==> src/rtl/mem_responder_if.sv <==
// mem_responder_if: valid/ready request and response channels between an initiator and mem_responder.
interface mem_responder_if #(
  parameter int DATA_W = 16,
  parameter int ADDR_W = 4
);
  logic req_valid, req_ready, req_we, rsp_valid, rsp_ready, rsp_we;
  logic [ADDR_W-1:0] req_addr;
  logic [DATA_W-1:0] req_wdata, rsp_data;
  modport master (output req_valid, req_we, req_addr, req_wdata, rsp_ready,
                  input req_ready, rsp_valid, rsp_data, rsp_we);
  modport slave (input req_valid, req_we, req_addr, req_wdata, rsp_ready,
                 output req_ready, rsp_valid, rsp_data, rsp_we);
endinterface

==> src/rtl/mem_responder.sv <==
// mem_responder: fixed-latency word memory serving one valid/ready request at a time.
// Define MEM_RESPONDER_CLEAR_EN to zero the whole storage after every reset.
module mem_responder #(
  parameter int DATA_W = 16,
  parameter int ADDR_W = 4,
  parameter int LATENCY = 2
) (
  input  logic clk,
  input  logic reset,
  mem_responder_if.slave bus,
  output logic busy
);
  localparam logic [1:0] IDLE = 2'd0, WAIT = 2'd1, RESP = 2'd2;
`ifdef MEM_RESPONDER_CLEAR_EN
  localparam logic [1:0] CLEAR = 2'd3;
  logic [ADDR_W-1:0] clr_addr;
`endif
  logic [1:0] state;
  logic [3:0] cnt;
  logic [ADDR_W-1:0] addr_q, mem_wa;
  logic we_q, acc, mem_we;
  logic [DATA_W-1:0] wdata_q, mem_wd;
  logic [DATA_W-1:0] mem [2**ADDR_W];
  assign bus.req_ready = state == IDLE;
  assign bus.rsp_valid = state == RESP;
  assign busy = state != IDLE;
  always_comb begin
    acc = state == WAIT && cnt == 4'd1;
`ifdef MEM_RESPONDER_CLEAR_EN
    mem_we = reset && (state == CLEAR || (acc && we_q));
    mem_wa = state == CLEAR ? clr_addr : addr_q;
    mem_wd = state == CLEAR ? '0 : wdata_q;
`else
    mem_we = reset && acc && we_q;
    mem_wa = addr_q;
    mem_wd = wdata_q;
`endif
  end
  always_ff @(posedge clk)
    if (mem_we) mem[mem_wa] <= mem_wd;
  always_ff @(posedge clk)
    if (!reset) begin
`ifdef MEM_RESPONDER_CLEAR_EN
      state <= CLEAR;
      clr_addr <= '0;
`else
      state <= IDLE;
`endif
      cnt <= '0;
      bus.rsp_data <= '0;
      bus.rsp_we <= 1'b0;
    end else
      case (state)
        IDLE:
          if (bus.req_valid) begin
            addr_q <= bus.req_addr;
            we_q <= bus.req_we;
            wdata_q <= bus.req_wdata;
            cnt <= 4'(LATENCY);
            state <= WAIT;
          end
        WAIT: begin
          cnt <= cnt - 4'd1;
          if (acc) begin
            bus.rsp_data <= we_q ? wdata_q : mem[addr_q];
            bus.rsp_we <= we_q;
            state <= RESP;
          end
        end
        RESP:
          if (bus.rsp_ready) state <= IDLE;
        default: begin
`ifdef MEM_RESPONDER_CLEAR_EN
          clr_addr <= clr_addr + 1'b1;
          if (&clr_addr) state <= IDLE;
`else
          state <= IDLE;
`endif
        end
      endcase
endmodule

==> src/flat_wrapper.sv <==
// flat-port wrapper written by rule: the top's interface ports become plain ports
module mem_responder_flat 
#(
  parameter int DATA_W = 16,
  parameter int ADDR_W = 4,
  parameter int LATENCY = 2
)
  (clk, reset, busy, bus_req_valid, bus_req_we, bus_req_addr, bus_req_wdata, bus_rsp_ready, bus_req_ready, bus_rsp_valid, bus_rsp_data, bus_rsp_we);
  mem_responder_if #(.DATA_W(DATA_W), .ADDR_W(ADDR_W)) bus_i ();
  input  logic clk;
  input  logic reset;
  output logic busy;
  input wire logic [$bits(bus_i.req_valid)-1:0] bus_req_valid;
  input wire logic [$bits(bus_i.req_we)-1:0] bus_req_we;
  input wire logic [$bits(bus_i.req_addr)-1:0] bus_req_addr;
  input wire logic [$bits(bus_i.req_wdata)-1:0] bus_req_wdata;
  input wire logic [$bits(bus_i.rsp_ready)-1:0] bus_rsp_ready;
  output wire logic [$bits(bus_i.req_ready)-1:0] bus_req_ready;
  output wire logic [$bits(bus_i.rsp_valid)-1:0] bus_rsp_valid;
  output wire logic [$bits(bus_i.rsp_data)-1:0] bus_rsp_data;
  output wire logic [$bits(bus_i.rsp_we)-1:0] bus_rsp_we;
  assign bus_i.req_valid = bus_req_valid;
  assign bus_i.req_we = bus_req_we;
  assign bus_i.req_addr = bus_req_addr;
  assign bus_i.req_wdata = bus_req_wdata;
  assign bus_i.rsp_ready = bus_rsp_ready;
  assign bus_req_ready = bus_i.req_ready;
  assign bus_rsp_valid = bus_i.rsp_valid;
  assign bus_rsp_data = bus_i.rsp_data;
  assign bus_rsp_we = bus_i.rsp_we;
  mem_responder #(.DATA_W(DATA_W), .ADDR_W(ADDR_W), .LATENCY(LATENCY)) u_core (.clk(clk), .reset(reset), .bus(bus_i), .busy(busy));
endmodule
==> config.mk <==
export PLATFORM = sky130hd
export DESIGN_NAME = mem_responder_flat
export DESIGN_NICKNAME = d
export VERILOG_FILES = /design/src/rtl/mem_responder_if.sv /design/src/rtl/mem_responder.sv /design/src/flat_wrapper.sv
export SDC_FILE = /design/constraint.sdc
export NUM_CORES = 1
export LEC_CHECK = 0
export BUFFER_PORTS_ARGS = -buffer_cell sky130_fd_sc_hd__buf_2
export CAP_MARGIN = 20
export CORE_UTILIZATION = 61
export DETAILED_ROUTE_END_ITERATION = 10
export PLACE_DENSITY = 0.79
export SETUP_SLACK_MARGIN = 0.1
export SLEW_MARGIN = 20
export SYNTH_ARGS = -nofsm -noshare
export SYNTH_HDL_FRONTEND = slang
export SYNTH_SLANG_ARGS = --single-unit
==> constraint.sdc <==
create_clock -name clk -period 4.89 [get_ports clk]
set_clock_uncertainty 0.15 [all_clocks]
set_input_delay 0.7335 -clock clk [delete_from_list [all_inputs] [get_ports clk]]
set_output_delay 0.7335 -clock clk [all_outputs]
set_load 0.03 [all_outputs]
==> results of run 1 <==
## stage by stage
step | area (um2) | power (W)
after floorplan | 11700 | 0.00301
final | 13200 | 0.00522
after global placement | 12200 | 0.00307
after CTS | 13200 | 0.00524
after detailed placement | 12200 | 0.00307
after global routing | 13200 | 0.00535
## worst max-delay path by stage
stage	endpoint
2_1_floorplan	u_core.mem[3][0]$_DFFE_PP_
3_5_place_dp	u_core.mem[7][0]$_DFFE_PP_
5_1_grt	u_core.mem[7][11]$_DFFE_PP_
4_1_cts	u_core.mem[7][6]$_DFFE_PP_
3_3_place_gp	u_core.mem[7][0]$_DFFE_PP_
6_report	u_core.mem[7][6]$_DFFE_PP_
## synth_stat cells (2+ instances only)
cell type | instances | area (um2)
o22ai_1 | 31 | 194
mux2i_1 | 65 | 651
clkbuf_1 | 6 | 22.5
nand2b_1 | 3 | 18.8
nor2b_1 | 3 | 18.8
and2_1 | 2 | 12.5
a2111oi_1 | 8 | 80.1
nor3b_1 | 16 | 120
nand2_1 | 5 | 18.8
dfxtp_1 | 23 | 460
a2111oi_2 | 18 | 270
inv_1 | 4 | 15.0
buf_4 | 13 | 97.6
buf_2 | 6 | 30.0
a22oi_1 | 18 | 135
nand3_1 | 2 | 10.0
nor2_1 | 33 | 124
mux4_2 | 32 | 721
nand3b_1 | 4 | 30.0
or3b_1 | 3 | 26.3
ha_1 | 2 | 25.0
a2111oi_0 | 6 | 52.6
buf_1 | 3 | 11.3
mux2_2 | 2 | 22.5
a21oi_1 | 2 | 10.0
edfxtp_1 | 277 | 8320
nor3_1 | 7 | 35.0
buf_6 | 4 | 45.0
## cell type report
| class | count | area, um2 |
|---|---|---|
| sequential | 300 | 8780 |
| fill | 1159 | 5610 |
| multi-input combinational | 274 | 2730 |
| clock buffer | 31 | 733 |
| timing repair buffer | 66 | 398 |
| tap | 234 | 293 |
| clock inverter | 21 | 213 |
| inverter | 4 | 15.0 |
## power groups by stage
stage               Sequential, W  Clock [W]  Combinational [W]
floorplan                 0.00288          0           0.000125
global placement          0.00290          0           0.000165
detailed placement        0.00290          0           0.000170
CTS                       0.00285    0.00222           0.000171
global route              0.00285    0.00232           0.000183
finish                    0.00285    0.00220           0.000171
## kinds of logic after synthesis
kind of cell | Yosys count
buffers and inverters | 39
AO/OA/AOI/OAI | 87
flip-flops | 300
multiplexers | 99
AND/OR/NAND/NOR | 86
adder cells (fa/ha/maj) | 2
## sequential cells by signal, indices dropped and copies added (netlist names)
| signal | count |
|---|---|
| u_core.cnt | 4 |
| u_core.bus.rsp_we | 1 |
| u_core.bus.rsp_data | 16 |
| u_core.addr_q | 4 |
| u_core.mem | 256 |
| u_core.state | 2 |
| u_core.mem_wd | 16 |
| u_core.we_q | 1 |
## routing by layer
layer  GRT usage, %  share of wire, %  vias up
met5              0                 0        -
met4           10.2               3.6        0
met3           5.64               8.0       52
met2           44.4                50      300
met1           35.7                39     3126
li1               -                 -     2658
==> impl_metrics.py, run 1 <==
metrics = {
    "run_status": {
        "status": "finished, final reports clean",
    },
    "global_route": {
        "grt_max_degree": 58,
        "grt_pass1_wl_um": 38200,
        "grt_usage_pct": 26.9,
        "antenna_found_initial": 0,
        "gr-total-overflow": 0,
        "grt_pass1_vias": 6169,
    },
    "power": {
        "internal-power_w": 0.00417,
        "vdd_drop_max_uv": 271,
        "power_frac_comb_pct": 3.3,
        "clkPwrFrac_pct": 42.1,
        "power_frac_seq_pct": 54.6,
        "swShare_pct": 20.1,
        "power_leakage_nw": 4.35,
        "power.density_mw_per_mm2": 397,
        "p_switching_w": 0.00105,
    },
    "worst_setup_path": {
        "path_cells": "inv_1 -> ha_1 -> nor3b_2 -> and2_1 -> nand3_1 -> nor3_4",
        "startpoint": "u_core.cnt[1]$_SDFFE_PN0P_",
        "worstPathMaxFanout": 18,
        "cp.depth": 6,
        "cp.arrival_ps": 3210,
        "r2r_start": "u_core.cnt[1]$_SDFFE_PN0P_",
        "critPathMaxStageDelay_ps": 780,
        "rr_worst_depth": 6,
        "r2r_slack_ps": 1690,
        "critPathBufInv": 1,
        "reg2reg_to": "u_core.mem[7][6]$_DFFE_PP_",
        "crit_path_start_kind": "register",
        "required_ps": 4900,
        "cp_slowest_cell": "nor3_4",
        "path_class": "reg -> reg",
        "end_kind": "register",
        "crit_family": "simple AND/OR/NAND/NOR gates",
    },
    "timing": {
        "timing.final.crit_share_pct": 65.4,
        "fmax_ghz": 0.313,
        "final_hold_viol_count": 0,
        "setup_slack_ps": 1690,
        "finalSetupTns_ps": 0,
        "holdWs_ps": 219,
        "rsz0062_at_grt": "no",
        "maxSlewHeadroom_pct": 33.7,
        "setup_viol": 0,
        "worst_pin_slew_ps": 993,
        "slew_violations": 0,
        "min_period_ps": 3200,
    },
    "finish": {
        "fin_nets": 701,
        "final_cell_mix": "277 x edfxtp_1, 65 x mux2i_1, 44 x buf_2",
        "diodes": 0,
        "drive_gt1_share_pct": 25.3,
        "synthToLayoutAreaGrowth_pct": 12.2,
        "final_util_pct": 70.1,
        "final_common_cell": "edfxtp_1",
        "instances_no_fill": 930,
    },
    "synthesis": {
        "synth_mux_area_share_pct": 11.9,
        "synth_warnings": 0,
        "synthSimpleGateAreaFrac_pct": 4.14,
        "postSynthAreaPerCell_um2": 19.1,
        "synthCells": 613,
        "synthXorXnorAreaFrac_pct": 0,
        "yosys.cell_types.count": 43,
        "ys_seq_elements": 300,
        "yosys.area_share.adder_pct": 0.213,
        "synthFlopType": "edfxtp_1",
        "synth-edff-count": 277,
        "synth_top_family_by_area": "multiplexers",
        "synth-compound-area-share_pct": 6.64,
        "synth_seq_area_share_pct": 74.9,
        "async_flop_share_pct": 0,
        "synth_fp_nets": 640,
        "synth_area_mm2": 0.0117,
    },
    "min_path": {
        "worstHoldEndpoint": "u_core.mem_wd[14]$_DFFE_PP_",
        "hold_class": "in -> reg",
        "holdPathStages": 1,
        "min_from": "bus_req_wdata[14]",
    },
    "cts": {
        "clockRootBuffer": "clkbuf_16",
        "clk_pin_slew_worst_paths_ps": 60,
        "cts_resized": 0,
        "clockBufferDepth": 3,
        "cts_htree_levels": 1,
        "hold_buffers": 0,
        "clk_latency_ps": 540,
        "cts_num_sinks": 300,
        "cts_buffers": 28,
        "cts_tree": "built",
        "post_cts_buffers": 0,
    },
    "place": {
        "dp.final_hpwl_um": 16100,
        "pre_cts_slack_ps": 1770,
        "port_buffers": 44,
        "place_congestion": 0.902,
        "dp_cells": 878,
    },
    "detailed_routing": {
        "drc": 0,
        "drt-total-wl_um": 25500,
        "first_iter_violations": 608,
        "vias_per_cell": 6.60,
        "dr.pass1.iters": 7,
        "antenna_left": 0,
        "num_vias": 6136,
        "wl_per_cell_um": 27.4,
    },
    "die": {
        "ioPinCount": 45,
        "die_area_mm2": 0.0198,
        "fp.dieH_um": 141,
        "die_w_um": 141,
        "coreArea_mm2": 0.0188,
        "rows": 50,
        "initial_core_util_pct": 62.5,
    },
    "flow_run": {
        "maxCapViolations": 0,
    },
}
(Power assumes the default switching activity.)
==> inputs of run 2 (changes only) <==
--- a/config.mk
+++ b/config.mk
@@ -7,9 +7,9 @@
 export LEC_CHECK = 0
 export BUFFER_PORTS_ARGS = -buffer_cell sky130_fd_sc_hd__buf_2
 export CAP_MARGIN = 20
-export CORE_UTILIZATION = 61
+export CORE_UTILIZATION = 55
 export DETAILED_ROUTE_END_ITERATION = 10
-export PLACE_DENSITY = 0.79
+export PLACE_DENSITY = 0.75
 export SETUP_SLACK_MARGIN = 0.1
 export SLEW_MARGIN = 20
 export SYNTH_ARGS = -nofsm -noshare
==> constraint.sdc (replaced) <==
create_clock -name clk -period 2.75 [get_ports clk]
set_clock_uncertainty 0.15 [all_clocks]
set_input_delay 0.4125 -clock clk [delete_from_list [all_inputs] [get_ports clk]]
set_output_delay 0.4125 -clock clk [all_outputs]
set_load 0.03 [all_outputs]
==> impl_metrics.py, run 2 (synthesis results as in run 1) <==
metrics = {
    "timing": {
        "timing.final.crit_share_pct": 90.2,
        "min_period_ps": 2480,
        "worst_pin_slew_ps": 724,
        "fmax_ghz": 0.403,
        "rsz0062_at_grt": "no",
        "final_hold_viol_count": 0,
        "slew_violations": 0,
        "maxSlewHeadroom_pct": 51.7,
        "setup_viol": 0,
    },
    "place": {
        "dp.final_hpwl_um": 16100,
        "dp_cells": 945,
        "port_buffers": 44,
        "place_congestion": 0.821,
    },
    "finish": {
        "final_util_pct": 65.4,
        "drive_gt1_share_pct": 27.8,
        "instances_no_fill": 1026,
        "diodes": 0,
        "fin_nets": 755,
        "largest_reg_flops": 256,
        "final_cell_mix": "277 x edfxtp_1, 65 x mux2i_1, 51 x buf_4",
        "final_common_cell": "edfxtp_1",
        "top_register": "u_core.mem",
        "synthToLayoutAreaGrowth_pct": 16.8,
    },
    "cts": {
        "clk_pin_slew_worst_paths_ps": 60,
        "clk_latency_ps": 550,
        "clockBufferDepth": 3,
        "clockRootBuffer": "clkbuf_16",
        "cts_tree": "built",
        "cts_buffers": 29,
        "cts_htree_levels": 1,
        "cts_num_sinks": 300,
    },
    "worst_setup_path": {
        "r2r_slack_ps": 270,
        "path_cells": "ha_1 -> nor3b_2 -> and4_2 -> nand3b_1 -> nor2_1 -> buf_4",
        "end_kind": "register",
        "worstPathMaxFanout": 10,
        "crit_path_start_kind": "register",
        "crit_family": "simple AND/OR/NAND/NOR gates",
        "r2r_start": "u_core.cnt[0]$_SDFFE_PN0P_",
        "required_ps": 2830,
        "cp.arrival_ps": 2560,
        "rr_worst_depth": 6,
        "critPathMaxStageDelay_ps": 410,
        "cp.depth": 6,
        "cp_slowest_cell": "and4_2",
        "critPathBufInv": 1,
        "startpoint": "u_core.cnt[0]$_SDFFE_PN0P_",
        "reg2reg_to": "u_core.mem[6][1]$_DFFE_PP_",
        "critPathCapture": "u_core.mem[6][1]$_DFFE_PP_",
        "path_class": "reg -> reg",
    },
    "die": {
        "fp.dieH_um": 148,
        "ioPinCount": 45,
        "coreArea_mm2": 0.0210,
        "die_w_um": 148,
        "die_area_mm2": 0.0219,
        "rows": 53,
        "initial_core_util_pct": 56.0,
    },
    "flow_run": {
        "maxCapViolations": 0,
    },
    "detailed_routing": {
        "drt-total-wl_um": 24300,
        "first_iter_violations": 506,
        "antenna_left": 0,
        "drc": 0,
        "dr.pass1.iters": 4,
        "vias_per_cell": 6.01,
        "wl_per_cell_um": 23.7,
        "num_vias": 6171,
    },
    "power": {
        "power_leakage_nw": 4.63,
        "finalPower_w": 0.00934,
        "power.density_mw_per_mm2": 682,
        "vdd_drop_max_uv": 462,
    },
    "global_route": {
        "antenna_found_initial": 0,
        "grt_max_degree": 59,
        "grt_pass1_wl_um": 36800,
        "grt_usage_pct": 22.8,
        "gr-total-overflow": 0,
        "grt_pass1_vias": 6295,
    },
    "min_path": {
        "hold_class": "in -> reg",
        "min_from": "bus_req_valid",
    },
    "run_status": {
        "status": "finished, final reports clean",
    },
}
[run 2: cell count changes in the layout (fill, tap and decap cells not counted), moves of 2 or more]
cell,before,now
buf_4,21,51
dlygate4sd3_1,0,22
clkinvlp_4,4,1
clkbuf_1,2,4
clkinv_1,5,3
clkinv_2,7,9
inv_6,0,2
[run 2: timing repair]
| item | CTS | global route |
|---|---|---|
| hold endpoints to repair | 22 | 0 |
| endpoints found under the setup margin | 0 | 32 |
| buffers inserted | 0 | 5 |
| hold buffers | 22 | 0 |
| gates resized for setup | 0 | 2 |
[run 2: worst min-delay path by stage]
stage | endpoint | slack [ps] | cells after the start
finish | u_core.cnt[0]$_SDFFE_PN0P_ | 190 | 4
CTS | u_core.cnt[0]$_SDFFE_PN0P_ | 170 | 4
floorplan | u_core.cnt[1]$_SDFFE_PN0P_ | 340 | 2
global placement | u_core.bus.rsp_we$_SDFFE_PN0P_ | 300 | 2
global route | u_core.cnt[0]$_SDFFE_PN0P_ | 220 | 4
detailed placement | u_core.bus.rsp_we$_SDFFE_PN0P_ | 320 | 2
[run 2: worst reg2reg max path: stages, from the launching register on]
cell	delay, ps
dfxtp_1	400
ha_1	160
nor3b_2	310
and4_2	410
nand3b_1	220
nor2_1	270
buf_4	250
[run 2: through the flow]
step	worst slack [ps]	area (um2)	hold slack, ps	TNS [ps]
floorplan	-333	11700	344	-17980
global placement	244	12500	300	0
detailed placement	195	12500	321	0
CTS	135	13700	170	0
global route	122	13700	223	0
finish	270	13700	187	0
[run 2: metal layers]
metal	share of wire [%]	up-vias	wire, um	track usage, %
met4	2.4	0	594	7.42
met1	41	3138	9990	31.6
li1	-	2763	-	-
met3	6.5	42	1570	3.09
met5	0	-	0	0
met2	50	228	12200	37.8
[run 2: power breakdown]
part / total [W] / switching (W) / internal, W
clock: 0.00395 / 0.00163 / 0.00232
sequential: 0.00506 / 0.0000680 / 0.00499
combinational: 0.000337 / 0.000181 / 0.000155
[run 2: area by class of cell]
class	count	area, um2
Clock buffer	33	741
Clock inverter	21	219
Fill cell	1424	7260
Inverter	4	15.0
Multi-Input combinational cell	274	2740
Sequential cell	300	8780
Tap cell	275	344
Timing Repair Buffer	119	863
==> inputs of run 3 (changes only) <==
--- a/config.mk
+++ b/config.mk
@@ -7,9 +7,10 @@
 export LEC_CHECK = 0
 export BUFFER_PORTS_ARGS = -buffer_cell sky130_fd_sc_hd__buf_2
 export CAP_MARGIN = 20
-export CORE_UTILIZATION = 55
+export CORE_UTILIZATION = 35
 export DETAILED_ROUTE_END_ITERATION = 10
-export PLACE_DENSITY = 0.75
+export GPL_ROUTABILITY_DRIVEN = 0
+export PLACE_DENSITY = 0.52
 export SETUP_SLACK_MARGIN = 0.1
 export SLEW_MARGIN = 20
 export SYNTH_ARGS = -nofsm -noshare
==> impl_metrics.py, run 3 (synthesis results as in run 1) <==
metrics = {
    "power": {
        "vdd_drop_max_uv": 338,
        "power.density_mw_per_mm2": 706,
        "power_leakage_nw": 4.68,
    },
    "flow_run": {
        "maxCapViolations": 0,
    },
    "worst_setup_path": {
        "worstPathMaxFanout": 12,
        "required_ps": 2790,
        "crit_path_start_kind": "register",
        "end_kind": "register",
        "cp.arrival_ps": 2420,
        "path_class": "reg -> reg",
    },
    "place": {
        "port_buffers": 44,
        "dpl_cell_area_mm2": 0.0127,
        "dp.final_hpwl_um": 17800,
    },
    "finish": {
        "fin_area_mm2": 0.0141,
        "diodes": 0,
        "synthToLayoutAreaGrowth_pct": 20.2,
        "top_register": "u_core.mem",
        "fill_cells": 2895,
        "multiInputGateArea_mm2": 0.00273,
        "drive_gt1_share_pct": 27.2,
        "final_cell_mix": "277 x edfxtp_1, 65 x mux2i_1, 44 x buf_2",
        "sequential_cell_area_mm2": 0.00878,
        "fin_nets": 754,
        "largest_reg_flops": 256,
        "final_util_pct": 43.0,
        "final_common_cell": "edfxtp_1",
    },
    "die": {
        "fp.dieH_um": 185,
        "die_area_mm2": 0.0342,
        "coreArea_mm2": 0.0328,
        "ioPinCount": 45,
        "die_w_um": 185,
        "rows": 66,
        "initial_core_util_pct": 35.8,
    },
    "detailed_routing": {
        "drc": 0,
        "antenna_left": 0,
        "vias_per_cell": 5.08,
        "first_iter_violations": 453,
        "wl_per_cell_um": 22.2,
        "dr.pass1.iters": 4,
        "num_vias": 6075,
        "drt-total-wl_um": 26500,
    },
    "cts": {
        "cts_buffers": 34,
        "cts_resized": 0,
        "cts_num_sinks": 300,
        "cts_tree": "built",
        "cts_htree_levels": 2,
        "clk_pin_slew_worst_paths_ps": 60,
        "clockBufferDepth": 3,
        "clockRootBuffer": "clkbuf_16",
        "clk_latency_ps": 500,
    },
    "timing": {
        "rsz0062_at_grt": "no",
        "finalSetupTns_ps": 0,
        "timing.final.crit_share_pct": 86.4,
        "setup_viol": 0,
        "worst_pin_slew_ps": 709,
        "maxSlewHeadroom_pct": 52.7,
        "fmax_ghz": 0.421,
        "final_hold_viol_count": 0,
        "min_period_ps": 2380,
        "slew_violations": 0,
    },
    "run_status": {
        "status": "finished, final reports clean",
    },
    "global_route": {
        "gr-total-overflow": 0,
        "antenna_found_initial": 0,
        "grt_pass1_wl_um": 40200,
        "grt_usage_pct": 16.2,
        "grt_pass1_vias": 6348,
        "grt_max_degree": 42,
    },
    "min_path": {
        "hold_class": "in -> reg",
    },
}
[run 3: worst max-delay path: stages, from the launching register on]
cell and delay [ps]:
dfxtp_1 320, inv_1 100, ha_1 150, nor3b_2 260, and4_1 340, nand3b_1 250
nor2_1 230, buf_4 260
[run 3: per-layer routing]
layer | vias to the layer above | routed length (um) | track usage, %
met3 | 41 | 1070 | 2.54
li1 | 2762 | - | -
met2 | 132 | 12300 | 25.5
met4 | 0 | 730 | 5.75
met5 | - | 0 | 0
met1 | 3140 | 12500 | 22.6
[run 3: repair_timing]
action / in CTS / in global routing
buffers inserted: 0 / 0
hold endpoints to repair: 21 / 0
hold buffers: 21 / 0
[run 3: worst paths after layout]
| kind | start | end | slack [ps] | depth (start not counted) |
|---|---|---|---|---|
| setup reg to reg | u_core.cnt[1]$_SDFFE_PN0P_ | u_core.mem[13][5]$_DFFE_PP_ | 370 | 7 |
| setup / recovery | u_core.cnt[1]$_SDFFE_PN0P_ | u_core.mem[13][5]$_DFFE_PP_ | 370 | 7 |
| hold / removal | bus_rsp_ready | u_core.state[1]$_SDFFE_PN0P_ | 40 | 3 |
| hold reg to reg | u_core.bus.rsp_we$_SDFFE_PN0P_ | u_core.bus.rsp_we$_SDFFE_PN0P_ | 320 | 2 |
[run 3: power by group]
group / internal, W / leakage (nW) / switching (W) / total, W
Sequential: 0.00499 / 2.68 / 0.0000608 / 0.00505
Combinational: 0.000161 / 1.44 / 0.000195 / 0.000356
Clock: 0.00282 / 0.557 / 0.00173 / 0.00455
[run 3: cell type report]
| type | count | share of cell area, % |
|---|---|---|
| sequential | 300 | 62.3 |
| timing repair buffer | 113 | 6.23 |
| clock buffer | 49 | 7.10 |
| tap | 442 | 3.92 |
| multi-input combinational | 274 | 19.3 |
| inverter | 4 | 0.106 |
| clock inverter | 13 | 1.03 |
[run 3: per-stage QoR]
stage | worst slack [ps] | power [W] | cells | hold slack (ps)
2_1_floorplan | -333 | 0.00535 | 613 | 344
3_3_place_gp | 472 | 0.00548 | 1112 | 297
3_5_place_dp | 392 | 0.00549 | 1112 | 315
4_1_cts | 378 | 0.0101 | 1195 | 23.2
5_1_grt | 180 | 0.0103 | 1195 | 42.3
6_report | 374 | 0.00995 | 1195 | 43.0
